File: src/rtl/ps2_kbd.sv
// PS/2 keyboard receiver: synchronizes the keyboard pins, assembles 11-bit frames,
// validates start/stop/odd parity and queues good scan bytes in a show-ahead FIFO.
module ps2_kbd #(
    parameter int FIFO_DEPTH = 8,
    parameter int TIMEOUT    = 50000
) (
    input  logic       clk,
    input  logic       clrn,
    input  logic       ps2_clk,
    input  logic       ps2_data,
    input  logic       sig_rd_kb,
    output logic [7:0] kb_rdata,
    output logic       kb_ready,
    output logic       overflow,
    output logic       frame_err
);

    localparam int PTR_W  = (FIFO_DEPTH > 1) ? $clog2(FIFO_DEPTH) : 1;
    localparam int CNT_W  = PTR_W + 1;
    localparam int IDLE_W = $clog2(TIMEOUT + 1);

    logic              clk_s1, clk_s2, clk_hist;
    logic              data_s1, data_s2;
    logic              fall;
    logic [10:0]       frame, frame_next;
    logic [3:0]        bit_cnt;
    logic [IDLE_W-1:0] idle_cnt;
    logic              last_bit, frame_ok, push, pop, full, wr_en;
    logic [PTR_W-1:0]  wr_ptr, rd_ptr;
    logic [CNT_W-1:0]  count;
    logic [7:0]        mem [FIFO_DEPTH];

    // Idle-high reset values keep a falling edge from being seen right after release.
    always_ff @(posedge clk or negedge clrn) begin
        if (!clrn) begin
            clk_s1   <= 1'b1;
            clk_s2   <= 1'b1;
            clk_hist <= 1'b1;
            data_s1  <= 1'b1;
            data_s2  <= 1'b1;
        end else begin
            clk_s1   <= ps2_clk;
            clk_s2   <= clk_s1;
            clk_hist <= clk_s2;
            data_s1  <= ps2_data;
            data_s2  <= data_s1;
        end
    end

    assign fall       = clk_hist & ~clk_s2;
    assign frame_next = {data_s2, frame[10:1]};
    assign last_bit   = fall && (bit_cnt == 4'd10);
    assign frame_ok   = ~frame_next[0] & frame_next[10] & (^frame_next[9:1]);
    assign push       = last_bit & frame_ok;

    always_ff @(posedge clk or negedge clrn) begin
        if (!clrn) begin
            frame     <= '0;
            bit_cnt   <= '0;
            idle_cnt  <= '0;
            frame_err <= 1'b0;
        end else begin
            frame_err <= last_bit & ~frame_ok;
            if (fall) begin
                frame    <= frame_next;
                idle_cnt <= '0;
                bit_cnt  <= last_bit ? 4'd0 : bit_cnt + 4'd1;
            end else if (bit_cnt != 4'd0) begin
                // A stalled partial frame is silently abandoned.
                if (idle_cnt == IDLE_W'(TIMEOUT)) begin
                    bit_cnt  <= '0;
                    idle_cnt <= '0;
                end else begin
                    idle_cnt <= idle_cnt + IDLE_W'(1);
                end
            end
        end
    end

    assign kb_ready = (count != '0);
    assign pop      = sig_rd_kb & kb_ready;
    assign full     = (count == CNT_W'(FIFO_DEPTH));
    assign wr_en    = push & (~full | pop);
    assign kb_rdata = kb_ready ? mem[rd_ptr] : 8'h00;

    always_ff @(posedge clk or negedge clrn) begin
        if (!clrn) begin
            wr_ptr   <= '0;
            rd_ptr   <= '0;
            count    <= '0;
            overflow <= 1'b0;
        end else begin
            if (wr_en) wr_ptr <= wr_ptr + PTR_W'(1);
            if (pop)   rd_ptr <= rd_ptr + PTR_W'(1);
            if (wr_en && !pop)
                count <= count + CNT_W'(1);
            else if (pop && !wr_en)
                count <= count - CNT_W'(1);
            if (push && full && !pop)
                overflow <= 1'b1;
        end
    end

    always_ff @(posedge clk) begin
        if (wr_en) mem[wr_ptr] <= frame_next[8:1];
    end

endmodule
File: config.mk
export PLATFORM = sky130hd
export DESIGN_NAME = ps2_kbd
export DESIGN_NICKNAME = d
export VERILOG_FILES = /design/src/rtl/ps2_kbd.sv
export SDC_FILE = /design/constraint.sdc
export NUM_CORES = 1
export LEC_CHECK = 0
export ABC_AREA = 1
export CORE_MARGIN = 3
export CORE_UTILIZATION = 27
export DETAILED_ROUTE_END_ITERATION = 6
export DONT_BUFFER_PORTS = 1
export GPL_ROUTABILITY_DRIVEN = 0
export HOLD_SLACK_MARGIN = 0.06
export PLACE_DENSITY = 0.43
export SLEW_MARGIN = 20
export SYNTH_ARGS = -nofsm -noshare
export SYNTH_HDL_FRONTEND = slang
export SYNTH_SLANG_ARGS = --single-unit
File: constraint.sdc
create_clock -name clk -period 2.5 [get_ports clk]
set_clock_uncertainty 0.05 [all_clocks]
set_input_delay 0 -clock clk [delete_from_list [all_inputs] [get_ports clk]]
set_output_delay 0 -clock clk [all_outputs]
set_load 0.1 [all_outputs]
==> results.py <==
metrics = {
    "timing": {
        "slew_viol_final": 0,
        "relSlewSlack_pct": 42.1,
        "worstMarginPinSlew_ns": 0.869,
        "setup_viol": 0,
        "finalHoldViolations": 0,
        "fin_crit_sh_pct": 93.2,
        "clock.fmax_ghz": 0.429,
        "min_period_ns": 2.33,
    },
    "cts": {
        "clockBufferDepth": 2,
        "insertion_delay_ns": 0.35,
        "clkSinkCount": 111,
        "cts_buffers": 9,
        "clk_pin_slew_ns": 0.07,
        "cts_root_buffer": "clkbuf_16",
        "htree_levels": 3,
        "cts_tree": "built",
    },
    "layout": {
        "fin_area_sq_um": 6050,
        "area_growth_pct": 23.6,
        "utilization_pct": 34.5,
        "n_antenna_cell": 0,
        "drive_gt1_share_pct": 18.1,
        "layout.nets": 542,
        "fill_cells": 1772,
    },
    "route": {
        "wl_microns": 10600,
        "drtIter0Drc": 161,
        "ant_nets": 0,
        "drc": 0,
        "avgViaCountPerCell": 4.50,
        "vias": 3403,
        "firstDrtPassIters": 4,
        "post_drt_wl_per_cell_microns": 14.0,
    },
    "global_routing": {
        "grt_use_total_pct": 11.4,
        "grt_max_degree": 48,
        "grt_pass1_wl_microns": 17900,
        "grt_pass1_vias": 3435,
        "antenna_found_initial": 0,
        "grt_overflow": 0,
    },
    "yosys": {
        "syn-cell-area_sq_um": 4900,
        "ys_async_sr_fraction_pct": 42.3,
        "yosys_register_bits": 111,
        "synth_warnings": 0,
        "ys_types": 33,
        "synth_area_per_cell_sq_um": 10.2,
        "synth_cells": 480,
        "seq_area_frac_synth_pct": 63.4,
        "synth_ff_type": "edfxtp_1",
        "synth_edf_count": 64,
        "syn-num-nets": 496,
    },
    "floorplanning": {
        "rows": 48,
        "ios": 16,
        "coreArea_sq_um": 17500,
        "initial_utilization_pct": 27.9,
        "die_w_microns": 141,
        "die-area_sq_um": 19800,
        "chipHeight_microns": 141,
    },
    "critical_path": {
        "cp_top_family": "simple AND/OR/NAND/NOR gates",
        "crit_top_cell": "nand2_1",
        "critPathKind": "reg2reg",
        "required_ns": 2.69,
        "max_stage_delay_ns": 0.38,
        "slowest_stage": "dfrtp_1",
        "path_buf_inv": 2,
        "path_cells": "nor2_1 > nand2_1 > nand2_2 > nand4_1 > nand4_4 > inv_4 > ha_4 > inv_2 > ha_4 > a21o_1 > a21oi_2 > nand2_1 > nand2_1 > nor2_1 > xor2_1",
        "end_kind": "flip-flop",
        "worstPathMaxFanout": 3,
        "worstPathArrival_ns": 2.52,
        "crit_path_start_kind": "flip-flop",
    },
    "placement": {
        "io_buffers": 0,
        "place_area_sq_um": 5680,
        "dp_hpwl_microns": 7440,
    },
    "run_status": {
        "status": "complete, no violations",
    },
    "power": {
        "cellPowerDensity_nw_per_um2": 1210,
        "leakage_nw": 2.42,
        "peakVddDrop_mv": 1.64,
    },
    "worst_hold_path": {
        "worstHoldPathType": "in2async",
    },
    "run": {
        "max_cap_violations": 0,
    },
}
-- Yosys cell counts, types with 3 or more instances --
| cell | instances | area, sq um |
|---|---|---|
| a21oi_1 | 10 | 50.1 |
| nand2_2 | 5 | 31.3 |
| inv_2 | 3 | 11.3 |
| ha_1 | 10 | 125 |
| edfxtp_1 | 64 | 1920 |
| clkbuf_1 | 10 | 37.5 |
| o22ai_1 | 9 | 56.3 |
| nand3_1 | 13 | 65.1 |
| nor2_1 | 77 | 289 |
| nor3_1 | 18 | 90.1 |
| o21ai_0 | 57 | 285 |
| dfrtp_1 | 42 | 1050 |
| nand4_1 | 7 | 43.8 |
| xor2_1 | 6 | 52.6 |
| nand2_1 | 75 | 282 |
| inv_1 | 42 | 158 |
| a31oi_1 | 9 | 56.3 |
| xnor2_1 | 4 | 35.0 |
| dfstp_2 | 5 | 131 |
-- stage by stage --
stage	hold slack, ns	setup WS (ns)	power, mW	cells	TNS [ns]
5_1_grt	0.113	-0.00279	7.77	756	-0.00279
6_report	0.101	0.171	7.34	756	0
3_3_place_gp	-0.343	0.0741	5.98	734	0
3_5_place_dp	-0.343	0.0288	6.02	734	0
2_1_floorplan	-0.346	0.00210	4.82	480	0
4_1_cts	0.119	0.0112	7.42	755	0
-- cell usage in the layout (no fill, tap or decap), types with 2 or more instances in the layout --
| master | netlist | routed |
|---|---|---|
| ha_1 | 10 | 8 |
| nand2_1 | 75 | 72 |
| clkbuf_16 | 0 | 9 |
| xnor2_1 | 4 | 4 |
| edfxtp_1 | 64 | 64 |
| dfstp_2 | 5 | 5 |
| a31oi_4 | 0 | 8 |
| buf_12 | 0 | 8 |
| inv_1 | 42 | 36 |
| o21ai_0 | 57 | 57 |
| dlygate4sd3_1 | 0 | 4 |
| inv_6 | 0 | 2 |
| a21oi_1 | 10 | 9 |
| clkinv_4 | 0 | 2 |
| buf_4 | 1 | 35 |
| nor2_1 | 77 | 77 |
| inv_2 | 3 | 8 |
| nor3_1 | 18 | 18 |
| a21oi_2 | 1 | 2 |
| nand4_1 | 7 | 7 |
| nand3_1 | 13 | 13 |
| xor2_1 | 6 | 6 |
| nand2_2 | 5 | 8 |
| dfrtp_1 | 42 | 40 |
| o22ai_1 | 9 | 9 |
| ha_4 | 0 | 2 |
| dfrtp_2 | 0 | 2 |
-- flip-flops by register name, indices dropped and copies added, names as in the netlist --
name / count
clk_s2: 1
rd_ptr: 3
overflow: 1
data_s1: 1
frame_err: 1
bit_cnt: 4
count: 4
mem: 64
data_s2: 1
idle_cnt: 16
wr_ptr: 3
clk_hist: 1
clk_s1: 1
frame: 10
-- per-layer routing --
metal / track usage [%] / wire length, microns / share of wire [%]
met5: 0 / 0 / 0
met1: 14.7 / 5060 / 48
met4: 3.47 / 148 / 1.4
met3: 3.05 / 364 / 3.5
met2: 18.7 / 4980 / 47
-- report_power, final --
| part | switching, mW | total (mW) | internal (mW) |
|---|---|---|---|
| logic | 2.40 | 3.68 | 1.28 |
| registers | 0.152 | 2.31 | 2.16 |
| clock network | 0.667 | 1.35 | 0.683 |
| total | 3.22 | 7.34 | 4.12 |
-- area by class of cell --
class	instances	area (sq um)	share of cell area, %
Timing Repair Buffer	48	490	8.11
Sequential cell	111	3110	51.3
Clock inverter	6	43.8	0.724
Tap cell	225	282	4.65
Clock buffer	10	229	3.78
Inverter	45	171	2.83
Multi-Input combinational cell	311	1730	28.6
-- final timing paths --
path                                end  cells past startpoint     start  slack, ns
max                            count[3]                     15  count[0]       0.17
min                        idle_cnt[15]                      2      clrn       0.10
max reg2reg                    count[3]                     15  count[0]       0.17
min reg2reg                     data_s2                      0   data_s1       0.31
max in group asynchronous        clk_s2                      2      clrn       2.03
min in group clk                data_s1                      1  ps2_data       0.13
-- kinds of logic after synthesis --
family	after synthesis	synth area share, %
flops	111	63.4
fa+ha+maj	11	2.96
compound gates	90	9.91
xor+xnor	10	1.79
simple gates	200	17.2
buf+inv	58	4.70
-- timing repair --
action,CTS,global route
endpoints found under the hold margin,53,0
gates resized for setup,0,6
hold buffers,5,0
endpoints found under the setup margin,0,1
setup buffers,0,1
Power figures use the tool's default switching activity.
